===== src/rtl/display_scan_ctrl_pkg.sv =====
// Shared constants for the four-digit multiplexed seven-segment scanner:
// segment patterns (active-low, bit0 = a ... bit6 = g) and the anode one-hot table.
package display_scan_ctrl_pkg;

    localparam int NUM_DIGITS = 4;
    localparam int SEG_W      = 7;
    localparam int PRESC_W    = 26;
    localparam int FRAME_W    = 8;

    typedef logic [1:0] digit_ptr_t;

    localparam logic [SEG_W-1:0] SEG_0     = 7'b1000000;
    localparam logic [SEG_W-1:0] SEG_1     = 7'b1111001;
    localparam logic [SEG_W-1:0] SEG_2     = 7'b0100100;
    localparam logic [SEG_W-1:0] SEG_3     = 7'b0110000;
    localparam logic [SEG_W-1:0] SEG_4     = 7'b0011001;
    localparam logic [SEG_W-1:0] SEG_5     = 7'b0010010;
    localparam logic [SEG_W-1:0] SEG_6     = 7'b0000010;
    localparam logic [SEG_W-1:0] SEG_7     = 7'b1111000;
    localparam logic [SEG_W-1:0] SEG_8     = 7'b0000000;
    localparam logic [SEG_W-1:0] SEG_9     = 7'b0010000;
    localparam logic [SEG_W-1:0] SEG_DASH  = 7'b0111111;
    localparam logic [SEG_W-1:0] SEG_BLANK = 7'b1111111;

    localparam logic [NUM_DIGITS-1:0] ANODE_OFF = 4'b1111;

    // Entry n is the active-low enable for digit n.
    localparam logic [NUM_DIGITS-1:0][NUM_DIGITS-1:0] ANODE_TABLE =
        {4'b0111, 4'b1011, 4'b1101, 4'b1110};

endpackage


===== src/rtl/display_scan_ctrl_if.sv =====
// Bundle of the scanner's load handshake, display controls and display drive outputs.
interface display_scan_ctrl_if;
    import display_scan_ctrl_pkg::*;

    logic                    enable;
    logic [4*NUM_DIGITS-1:0] digits;
    logic                    load;
    logic                    load_ack;
    logic [NUM_DIGITS-1:0]   blink_mask;
    logic                    blank_lead;
    logic [NUM_DIGITS-1:0]   anode;
    logic [SEG_W-1:0]        seg;
    logic                    frame_tick;

    modport master (
        output enable, digits, load, blink_mask, blank_lead,
        input  load_ack, anode, seg, frame_tick
    );

    modport slave (
        input  enable, digits, load, blink_mask, blank_lead,
        output load_ack, anode, seg, frame_tick
    );

endinterface


===== src/rtl/display_scan_ctrl_bcd_to_seg7.sv =====
// Combinational BCD nibble to active-low seven-segment decoder; non-BCD codes show a dash.
module bcd_to_seg7
    import display_scan_ctrl_pkg::*;
(
    input  logic [3:0]       nibble,
    output logic [SEG_W-1:0] seg
);

    always_comb begin
        case (nibble)
            4'd0:    seg = SEG_0;
            4'd1:    seg = SEG_1;
            4'd2:    seg = SEG_2;
            4'd3:    seg = SEG_3;
            4'd4:    seg = SEG_4;
            4'd5:    seg = SEG_5;
            4'd6:    seg = SEG_6;
            4'd7:    seg = SEG_7;
            4'd8:    seg = SEG_8;
            4'd9:    seg = SEG_9;
            default: seg = SEG_DASH;
        endcase
    end

endmodule


===== src/rtl/display_scan_ctrl.sv =====
// Four-digit multiplexed display scanner with frame-synchronous shadow loading,
// per-digit blinking and leading-zero suppression.
module display_scan_ctrl
    import display_scan_ctrl_pkg::*;
#(
    parameter int SCAN_DIV     = 100000,
    parameter int BLINK_FRAMES = 128
)
(
    input  logic               clk,
    input  logic               rst_n,
    display_scan_ctrl_if.slave bus
);

    localparam logic [0:0] ST_IDLE = 1'b0;
    localparam logic [0:0] ST_SCAN = 1'b1;

    localparam logic [PRESC_W-1:0] PRESC_LAST = PRESC_W'(SCAN_DIV - 1);
    localparam logic [FRAME_W-1:0] FRAME_LAST = FRAME_W'(BLINK_FRAMES - 1);

    logic [1:0]            rst_sync;
    logic                  run;
    logic [0:0]            state;
    logic [PRESC_W-1:0]    presc;
    digit_ptr_t            ptr;
    logic [FRAME_W-1:0]    frame_cnt;
    logic                  blink_phase;
    logic                  pending;
    logic [15:0]           shadow;
    logic [NUM_DIGITS-1:0] anode_q;
    logic [SEG_W-1:0]      seg_q;
    logic                  load_ack_q;

    logic                  scan_active;
    logic                  frame_tick;
    logic                  capture;
    logic [3:0]            nibble;
    logic [NUM_DIGITS-1:0] lead_blank;
    logic                  digit_blank;
    logic [SEG_W-1:0]      dec_seg;

    // Reset asserts immediately but is released through two flops so no state moves on the release edge.
    always_ff @(posedge clk or negedge rst_n) begin
        if (!rst_n) begin
            rst_sync <= 2'b00;
        end else begin
            rst_sync <= {rst_sync[0], 1'b1};
        end
    end

    assign run = rst_sync[1];

    always_comb begin
        scan_active = run && (state == ST_SCAN) && bus.enable;
        frame_tick  = scan_active && (presc == PRESC_LAST) && (ptr == 2'd3);
        if (state == ST_SCAN) begin
            capture = frame_tick && (pending || bus.load);
        end else begin
            capture = run && pending;
        end
        nibble     = shadow[{ptr, 2'b00} +: 4];
        lead_blank = '0;
        if (bus.blank_lead) begin
            lead_blank[3] = (shadow[15:12] == 4'h0);
            lead_blank[2] = lead_blank[3] && (shadow[11:8] == 4'h0);
            lead_blank[1] = lead_blank[2] && (shadow[7:4] == 4'h0);
        end
        digit_blank = (blink_phase && bus.blink_mask[ptr]) || lead_blank[ptr];
    end

    bcd_to_seg7 u_bcd_to_seg7 (
        .nibble (nibble),
        .seg    (dec_seg)
    );

    // A load seen during the acknowledge cycle is the tail of the request just served, not a new one.
    always_ff @(posedge clk or negedge rst_n) begin
        if (!rst_n) begin
            state       <= ST_IDLE;
            presc       <= '0;
            ptr         <= '0;
            frame_cnt   <= '0;
            blink_phase <= 1'b0;
            pending     <= 1'b0;
            shadow      <= '0;
        end else if (run) begin
            state <= bus.enable ? ST_SCAN : ST_IDLE;
            if (scan_active) begin
                if (presc == PRESC_LAST) begin
                    presc <= '0;
                    ptr   <= ptr + 2'd1;
                end else begin
                    presc <= presc + 1'b1;
                end
                if (frame_tick) begin
                    if (frame_cnt == FRAME_LAST) begin
                        frame_cnt   <= '0;
                        blink_phase <= ~blink_phase;
                    end else begin
                        frame_cnt <= frame_cnt + 1'b1;
                    end
                end
            end else begin
                presc       <= '0;
                ptr         <= '0;
                frame_cnt   <= '0;
                blink_phase <= 1'b0;
            end
            if (capture) begin
                shadow  <= bus.digits;
                pending <= 1'b0;
            end else if (bus.load && !load_ack_q) begin
                pending <= 1'b1;
            end
        end
    end

    always_ff @(posedge clk or negedge rst_n) begin
        if (!rst_n) begin
            anode_q    <= ANODE_OFF;
            seg_q      <= SEG_BLANK;
            load_ack_q <= 1'b0;
        end else begin
            load_ack_q <= capture;
            if (run && bus.enable) begin
                anode_q <= ANODE_TABLE[ptr];
                seg_q   <= digit_blank ? SEG_BLANK : dec_seg;
            end else begin
                anode_q <= ANODE_OFF;
                seg_q   <= SEG_BLANK;
            end
        end
    end

    assign bus.anode      = anode_q;
    assign bus.seg        = seg_q;
    assign bus.load_ack   = load_ack_q;
    assign bus.frame_tick = frame_tick;

endmodule


===== src/flat_wrapper.sv =====
// flat-port wrapper written by rule: the top's interface ports become plain ports
module display_scan_ctrl_flat import display_scan_ctrl_pkg::*;
#(
    parameter int SCAN_DIV     = 100000,
    parameter int BLINK_FRAMES = 128
)
  (clk, rst_n, bus_enable, bus_digits, bus_load, bus_blink_mask, bus_blank_lead, bus_load_ack, bus_anode, bus_seg, bus_frame_tick);
  display_scan_ctrl_if bus_i ();
  input  logic clk;
  input  logic rst_n;
  input wire logic [$bits(bus_i.enable)-1:0] bus_enable;
  input wire logic [$bits(bus_i.digits)-1:0] bus_digits;
  input wire logic [$bits(bus_i.load)-1:0] bus_load;
  input wire logic [$bits(bus_i.blink_mask)-1:0] bus_blink_mask;
  input wire logic [$bits(bus_i.blank_lead)-1:0] bus_blank_lead;
  output wire logic [$bits(bus_i.load_ack)-1:0] bus_load_ack;
  output wire logic [$bits(bus_i.anode)-1:0] bus_anode;
  output wire logic [$bits(bus_i.seg)-1:0] bus_seg;
  output wire logic [$bits(bus_i.frame_tick)-1:0] bus_frame_tick;
  assign bus_i.enable = bus_enable;
  assign bus_i.digits = bus_digits;
  assign bus_i.load = bus_load;
  assign bus_i.blink_mask = bus_blink_mask;
  assign bus_i.blank_lead = bus_blank_lead;
  assign bus_load_ack = bus_i.load_ack;
  assign bus_anode = bus_i.anode;
  assign bus_seg = bus_i.seg;
  assign bus_frame_tick = bus_i.frame_tick;
  display_scan_ctrl #(.SCAN_DIV(SCAN_DIV), .BLINK_FRAMES(BLINK_FRAMES)) u_core (.clk(clk), .rst_n(rst_n), .bus(bus_i));
endmodule

===== config.mk =====
export PLATFORM = sky130hd
export DESIGN_NAME = display_scan_ctrl_flat
export DESIGN_NICKNAME = d
export VERILOG_FILES = /design/src/rtl/display_scan_ctrl_pkg.sv /design/src/rtl/display_scan_ctrl_if.sv /design/src/rtl/display_scan_ctrl_bcd_to_seg7.sv /design/src/rtl/display_scan_ctrl.sv /design/src/flat_wrapper.sv
export SDC_FILE = /design/constraint.sdc
export NUM_CORES = 1
export LEC_CHECK = 0
export ABC_AREA = 0
export CORE_ASPECT_RATIO = 2
export CORE_MARGIN = 2
export CORE_UTILIZATION = 49
export DETAILED_ROUTE_END_ITERATION = 10
export PLACE_DENSITY = 0.78
export SETUP_SLACK_MARGIN = 0.2
export SKIP_CTS_REPAIR_TIMING = 1
export SYNTH_ARGS = -nofsm -noshare
export SYNTH_HDL_FRONTEND = slang
export SYNTH_SLANG_ARGS = --single-unit

===== constraint.sdc =====
create_clock -name clk -period 2.46 [get_ports clk]
set_input_delay 0.492 -clock clk [delete_from_list [all_inputs] [get_ports clk]]
set_output_delay 0.492 -clock clk [all_outputs]
set_load 0.005 [all_outputs]

Yosys cells after proc, flatten, opt, wreduce, memory -nomap -nowiden

Memories as Yosys holds them, arrays and structs flattened.
Cells that the tools add are included.

Bits in latches: 0
Memory bits (writable): 0
Flip-flop bits (word level): 69
Output and inout bits: 13
Memory bits (read-only): 112
Input bits: 25
Memories kept: 1

Order comparisons: 1
$mul: 0
Bitwise logic cells: 1
Reduce and logical (&&, ||, !) cells: 23
Add/sub/neg operators: 3
Shift-type cells: 1
Equality and inequality tests: 6
Div/mod/pow operators: 0
Multiplexer cells: 24

Memories:

| memory           | depth | bits a word | read ports | clocked after memory_dff | write ports | line                                | source |
|---|---|---|---|---|---|---|---|
| (name not given) | 16    | 7           | 1          | 0                        | 0           | display_scan_ctrl_bcd_to_seg7.sv:10 | `case (nibble)` |

Operators with widths:

| cell                                                                          | count |
|---|---|
| 26-bit 2-to-1 mux                                                             | 2 |
| 26-bit by 1-bit adder with 26-bit output (second input constant)              | 1 |
| 26-bit by 17-bit equality test with 1-bit output (second input constant)      | 1 |
| 8-bit 2-to-1 mux                                                              | 3 |
| 16-bit by 5-bit variable part select with 4-bit output                        | 1 |
| 7-bit 2-to-1 mux                                                              | 2 |
| 4-bit zero test                                                               | 3 |
| 1-bit logical AND                                                             | 11 |
| 1-bit 2-to-1 mux                                                              | 9 |
| 8-bit by 1-bit adder with 8-bit output (second input constant)                | 1 |
| 4-bit binary-select mux with 2-bit select                                     | 1 |
| 8-bit by 7-bit equality test with 1-bit output (second input constant)        | 1 |
| 4-bit 2-to-1 mux                                                              | 2 |
| 2-bit AND reduction                                                           | 4 |
| 2-bit inequality test (second input constant)                                 | 3 |
| 1-bit binary-select mux with 2-bit select                                     | 2 |
| 2-bit 2-to-1 mux                                                              | 2 |
| 2-bit by 3-bit less-than comparator with 1-bit output (second input constant) | 1 |
| 3-bit 2-to-1 mux                                                              | 1 |
| 3-bit AND reduction                                                           | 1 |
| 2-bit by 1-bit adder with 2-bit output (second input constant)                | 1 |
| 2-bit equality test (second input constant)                                   | 1 |
| 1-bit logical OR                                                              | 2 |
| 2-bit nonzero test                                                            | 1 |
| 2 further kinds                                                               | 2 |

Depth between registers and ports, before layout

Depth in word-level cells: 9
Mapped depth: 8

Modules after synthesis

From an unflattened synthesis, not the netlist that was laid out.

Cell total of the unflattened synthesis: 350
Area, all modules: 3659.8 µm²

By module, submodules not included:

| module            | sequential area each (µm²) | instances | cells an instance | area each (µm²) |
|---|---|---|---|---|
| display_scan_ctrl | 1740.4                     | 1         | 317               | 3454.6 |
| bcd_to_seg7       | 0.0                        | 1         | 33                | 205.2 |

Worst setup path after synthesis

No wires, ideal clock.

Path type: register -> register
Start point: register u_core.presc[5]
End point: register u_core.shadow[0]
Required time: 2335 ps
Period minus slack after synthesis: 2283 ps
Arrival: 2158 ps
Stages on the path, launching flop included: 7
Library setup time: 125 ps
Path buffers: 1
Slack: 177 ps
Cell sequence: dfrtp_1 -> or4b_4 -> nor3_4 -> nand3_4 -> a21oi_4 -> buf_12 -> mux2_4

Word-level cells in the longest chain between the ends: 6

Ends and longest elaborated chain:

| item                                             | line                     | source |
|---|---|---|
| start: declaration                               | display_scan_ctrl.sv:24  | `logic [PRESC_W-1:0] presc;` |
| start signal: assignment                         | display_scan_ctrl.sv:93  | `presc <= presc + 1'b1;` |
| 26-bit by 17-bit equality test with 1-bit output | display_scan_ctrl.sv:55  | `frame_tick = scan_active && (presc == PRESC_LAST) && (ptr == 2'd3);` |
| 1-bit logical AND (2 in series)                  | display_scan_ctrl.sv:55  |  |
| 1-bit logical AND                                | display_scan_ctrl.sv:57  | `capture = frame_tick && (pending \|\| bus.load);` |
| 1-bit 2-to-1 mux                                 | display_scan_ctrl.sv:56  | `if (state == ST_SCAN) begin` |
| net u_core.capture                               | display_scan_ctrl.sv:36  | `logic capture;` |
| 2-bit AND reduction (no source line)             | n/a                      |  |
| end signal: assignment                           | display_scan_ctrl.sv:110 | `shadow <= bus.digits;` |
| end: declaration                                 | display_scan_ctrl.sv:29  | `logic [15:0] shadow;` |

The timed path passes the listed nets, and every way through them passes these cells.
A chain may end at the register's enable or synchronous reset.

Worst setup path after layout

Start point: register u_core.presc[5]
End point: register u_core.frame_cnt[5]

Word-level cells in the longest chain between the ends: 5

Ends and longest elaborated chain:

| item                                             | line                     | source |
|---|---|---|
| 26-bit by 17-bit equality test with 1-bit output | display_scan_ctrl.sv:55  |  |
| 1-bit logical AND (2 in series)                  | display_scan_ctrl.sv:55  |  |
| 2-bit inequality test (no source line)           | n/a                      |  |
| 2-bit AND reduction (no source line)             | n/a                      |  |
| end signal: assignment                           | display_scan_ctrl.sv:100 | `frame_cnt <= frame_cnt + 1'b1;` |
| end: declaration                                 | display_scan_ctrl.sv:26  | `logic [FRAME_W-1:0] frame_cnt;` |

No other way between the ends.

==> impl_metrics.xml <==
<?xml version="1.0" encoding="UTF-8"?>
<metrics>
  <group name="detailed_routing">
    <metric name="postRouteAntennaNets" unit="">0</metric>
    <metric name="drt_first_pass_iters" unit="">4</metric>
    <metric name="routed_via_density" unit="">5.78</metric>
    <metric name="via_count" unit="">2889</metric>
    <metric name="postRouteWirelength" unit="µm">8240</metric>
    <metric name="drt_drc_violations_left" unit="">0</metric>
    <metric name="dr.first_iter.drc_count" unit="">204</metric>
    <metric name="route.detailed.wl_per_inst" unit="µm">16.5</metric>
  </group>
  <group name="floorplan">
    <metric name="fp.dieArea" unit="mm²">0.00817</metric>
    <metric name="die_width" unit="µm">64.9</metric>
    <metric name="initial_utilization" unit="%">50.4</metric>
    <metric name="io_pins" unit="">38</metric>
    <metric name="fp.dieH" unit="µm">126</metric>
    <metric name="design.core.area" unit="mm²">0.00721</metric>
    <metric name="std_cell_rows" unit="">44</metric>
  </group>
  <group name="sta">
    <metric name="worst_clock_skew" unit="ns">0.00599</metric>
    <metric name="setup_violations" unit="">0</metric>
    <metric name="timing_max_transition_violations_final" unit="">0</metric>
    <metric name="fin_crit_sh" unit="%">93.3</metric>
    <metric name="worst_hold_slack" unit="ns">0.171</metric>
    <metric name="fin_setup_tns" unit="ns">0</metric>
    <metric name="report.final.hold_viol_count" unit="">0</metric>
    <metric name="finalWorstPathRequiredPeriod" unit="ns">2.29</metric>
    <metric name="rsz0062_at_grt" unit="">true</metric>
    <metric name="top_achievable_clock_speed" unit="GHz">0.436</metric>
  </group>
  <group name="global_routing">
    <metric name="grtUsageTotal" unit="%">23.0</metric>
    <metric name="largest_net_degree_at_the_start_of_global_routing" unit="">70</metric>
    <metric name="grt_remaining_overflow" unit="">0</metric>
    <metric name="first_global_vias" unit="">3089</metric>
    <metric name="grt_first_pass_wirelength" unit="µm">14400</metric>
    <metric name="number_of_antenna_violations_at_the_first_check_in_global_routing" unit="">0</metric>
  </group>
  <group name="pwr">
    <metric name="internal_power" unit="mW">2.69</metric>
    <metric name="power_frac_comb" unit="%">20.3</metric>
    <metric name="share_clk_of_total_power" unit="%">38.7</metric>
    <metric name="power-per-cell-area" unit="mW/mm²">785</metric>
    <metric name="power_switching_share" unit="%">25.6</metric>
    <metric name="netSwitchingPower" unit="mW">0.926</metric>
    <metric name="leakage" unit="nW">1.95</metric>
    <metric name="sequentialPowerShare" unit="%">41.0</metric>
    <metric name="report.power.total" unit="mW">3.62</metric>
    <metric name="ir_worst_vdd" unit="V">0.000643</metric>
  </group>
  <group name="placed_design">
    <metric name="number_of_instances_in_the_placed_design" unit="">481</metric>
    <metric name="placedInstanceArea" unit="mm²">0.00424</metric>
    <metric name="dpl.hpwl" unit="µm">5920</metric>
    <metric name="place_congestion" unit="">0.932</metric>
    <metric name="port_buffers" unit="">37</metric>
  </group>
  <group name="clock_tree">
    <metric name="cts.sinks" unit="">69</metric>
    <metric name="clockRootBuffer" unit="">sky130_fd_sc_hd__clkbuf_16</metric>
    <metric name="cts_tree" unit="">done</metric>
    <metric name="clock_latency" unit="ns">0.33</metric>
    <metric name="cts_htree_levels" unit="">3</metric>
    <metric name="cts-buffers-inserted" unit="">9</metric>
    <metric name="cts.clk_slew.worst_paths" unit="ns">0.06</metric>
    <metric name="longest_clk_path_bufs" unit="">2</metric>
  </group>
  <group name="yosys">
    <metric name="syn_area_per_cell" unit="µm²">10.6</metric>
    <metric name="mappedNetlistArea" unit="mm²">0.00364</metric>
    <metric name="yosys_warnings" unit="">0</metric>
    <metric name="proportion_of_synthesized_chip_area_in_sequential_cells" unit="%">47.9</metric>
    <metric name="ys_seq_elements" unit="">69</metric>
    <metric name="synthArstFlopShare" unit="%">100</metric>
    <metric name="synth_fp_nets" unit="">380</metric>
    <metric name="synth_cell_type_count" unit="">49</metric>
    <metric name="cell_count_after_synthesis" unit="">343</metric>
    <metric name="synthFlopType" unit="">sky130_fd_sc_hd__dfrtp_1</metric>
    <metric name="synth_edf_count" unit="">0</metric>
  </group>
  <group name="final_layout">
    <metric name="nNetsFinal" unit="">440</metric>
    <metric name="synthToLayoutAreaGrowth" unit="%">26.9</metric>
    <metric name="fill_cell_count" unit="">552</metric>
    <metric name="antenna_cells_inserted" unit="">0</metric>
    <metric name="postLayoutCellArea" unit="mm²">0.00461</metric>
    <metric name="finalNonFillerCells" unit="">500</metric>
    <metric name="mostFrequentLayoutCell" unit="">sky130_fd_sc_hd__dfrtp_1</metric>
    <metric name="final_cell_mix" unit="">sky130_fd_sc_hd__dfrtp_1 (58), sky130_fd_sc_hd__clkdlybuf4s50_1 (34), sky130_fd_sc_hd__nand2_1 (32)</metric>
    <metric name="drive_above_1_share" unit="%">21.3</metric>
  </group>
  <group name="min_path">
    <metric name="timing.hold.worst.class" unit="">input port to asynchronous set/reset pin</metric>
  </group>
  <group name="setup_path">
    <metric name="cp_cell_sequence" unit="">or4b_4 &gt; buf_6 &gt; nor3_4 &gt; nand4_1 &gt; or3b_4 &gt; a21oi_1</metric>
    <metric name="crit-reg2reg-capture" unit="">u_core.frame_cnt[5]</metric>
    <metric name="maximum_single_stage_delay_on_the_critical_path" unit="ns">0.56</metric>
    <metric name="worstPathBufferInverterCount" unit="">1</metric>
    <metric name="type_of_element_launching_the_critical_path" unit="">flop</metric>
    <metric name="worst-path-max-fanout" unit="">7</metric>
    <metric name="arrival_time_worst_endpoint" unit="ns">2.55</metric>
    <metric name="reg2reg_setup_slack" unit="ns">0.17</metric>
    <metric name="r2r_start" unit="">u_core.presc[5]</metric>
    <metric name="setup.worst_path.end_class" unit="">flop</metric>
    <metric name="critical_path.slowest_cell" unit="">sky130_fd_sc_hd__or4b_4</metric>
    <metric name="cp_top_family" unit="">simple AND/OR/NAND/NOR gates</metric>
    <metric name="critical_path_required" unit="ns">2.72</metric>
    <metric name="timing.setup.critical_path_class" unit="">flop to flop</metric>
    <metric name="rr_worst_depth" unit="">6</metric>
  </group>
  <group name="job">
    <metric name="timing.max_cap.violations" unit="">0</metric>
  </group>
  <group name="status">
    <metric name="status" unit="">completed</metric>
  </group>
</metrics>
[through the flow]
stage	util, %	worst slack [ns]
after CTS	63.3	-0.292
after global placement	58.8	-0.256
after floorplan	-	0.210
after global routing	64.0	0.110
after detailed placement	58.8	-0.290
final	64.0	0.165
[sequential cells by signal, summed over array words and instances, names as in the netlist, 2 cells and up]
| register | count |
|---|---|
| u_core.bus.anode | 4 |
| u_core.bus.seg | 7 |
| u_core.frame_cnt | 8 |
| u_core.presc | 26 |
| u_core.ptr | 2 |
| u_core.rst_sync | 2 |
| u_core.shadow | 16 |
[routing by layer]
metal	up-vias	global-route usage [%]	wire length (µm)
met5	-	0	0
met4	0	12.8	317
met3	28	5.27	295
met2	89	40.7	4670
met1	1420	24.5	2960
li1	1352	-	-
[power by group through the flow]
stage	Combinational [mW]	Clock (mW)	Sequential (mW)
finish	0.735	1.40	1.48
global route	0.812	1.49	1.50
CTS	0.739	1.42	1.48
floorplan	0.506	0	1.44
detailed placement	0.730	0	1.50
global placement	0.704	0	1.49
[Yosys cell counts, types with 2 or more instances]
master | instances | area [µm²]
sky130_fd_sc_hd__xor2_1 | 9 | 78.8
sky130_fd_sc_hd__o31ai_1 | 2 | 15.0
sky130_fd_sc_hd__mux4_2 | 5 | 113
sky130_fd_sc_hd__or3_1 | 4 | 25.0
sky130_fd_sc_hd__nor2_1 | 24 | 90.1
sky130_fd_sc_hd__o211ai_1 | 3 | 22.5
sky130_fd_sc_hd__o21a_1 | 2 | 15.0
sky130_fd_sc_hd__ha_1 | 12 | 150
sky130_fd_sc_hd__dfstp_2 | 11 | 289
sky130_fd_sc_hd__o21ai_0 | 17 | 85.1
sky130_fd_sc_hd__and4_1 | 5 | 43.8
sky130_fd_sc_hd__nor4b_1 | 5 | 43.8
sky130_fd_sc_hd__mux2i_1 | 5 | 50.1
sky130_fd_sc_hd__a21oi_1 | 10 | 50.1
sky130_fd_sc_hd__nor4_1 | 7 | 43.8
sky130_fd_sc_hd__and2_1 | 7 | 43.8
sky130_fd_sc_hd__nand2_1 | 32 | 120
sky130_fd_sc_hd__xnor2_1 | 6 | 52.6
sky130_fd_sc_hd__nand4_1 | 11 | 68.8
sky130_fd_sc_hd__nand3_1 | 20 | 100
sky130_fd_sc_hd__dfrtp_1 | 58 | 1450
sky130_fd_sc_hd__mux2_2 | 8 | 90.1
sky130_fd_sc_hd__inv_1 | 12 | 45.0
sky130_fd_sc_hd__clkbuf_1 | 8 | 30.0
sky130_fd_sc_hd__nor3_1 | 5 | 25.0
sky130_fd_sc_hd__a31oi_1 | 7 | 43.8
sky130_fd_sc_hd__nor3_4 | 2 | 32.5
sky130_fd_sc_hd__buf_2 | 3 | 15.0
sky130_fd_sc_hd__nor2b_1 | 5 | 31.3
sky130_fd_sc_hd__a41oi_1 | 3 | 26.3
sky130_fd_sc_hd__mux2_4 | 8 | 120
sky130_fd_sc_hd__nand2b_1 | 5 | 31.3
sky130_fd_sc_hd__and3_1 | 6 | 37.5
[worst max path at each step]
stage | start | cells past startpoint | end | slack [ns]
3_5_place_dp | bus_enable | 6 | bus_frame_tick | -0.29
6_report | u_core.presc[5] | 6 | u_core.frame_cnt[5] | 0.17
2_1_floorplan | u_core.ptr[0] | 7 | u_core.bus.seg[0] | 0.21
3_3_place_gp | bus_enable | 6 | bus_frame_tick | -0.26
5_1_grt | u_core.presc[5] | 4 | bus_frame_tick | 0.11
4_1_cts | bus_enable | 6 | bus_frame_tick | -0.29
[area by class of cell]
type / instances / area, µm² / share of cell area, %
Tap cell: 92 / 115 / 2.49
Sequential cell: 69 / 1740 / 37.7
Inverter: 12 / 45.0 / 0.976
Clock buffer: 12 / 256 / 5.56
Clock inverter: 4 / 70.1 / 1.52
Timing Repair Buffer: 62 / 579 / 12.6
Multi-Input combinational cell: 249 / 1810 / 39.2
[cell families (layout without fill, tap and decap cells)]
group	count (synthesis)	count (layout)	synth area share [%]
simple gates	145	145	22.2
flops	69	69	47.9
compound gates	50	50	8.67
mux	26	26	10.3
buf+inv	25	90	3.13
xor+xnor	15	15	3.61
fa+ha+maj	12	12	4.13
other cells	1	1	0.103
Note: power is estimated with default switching activity, not from simulation.
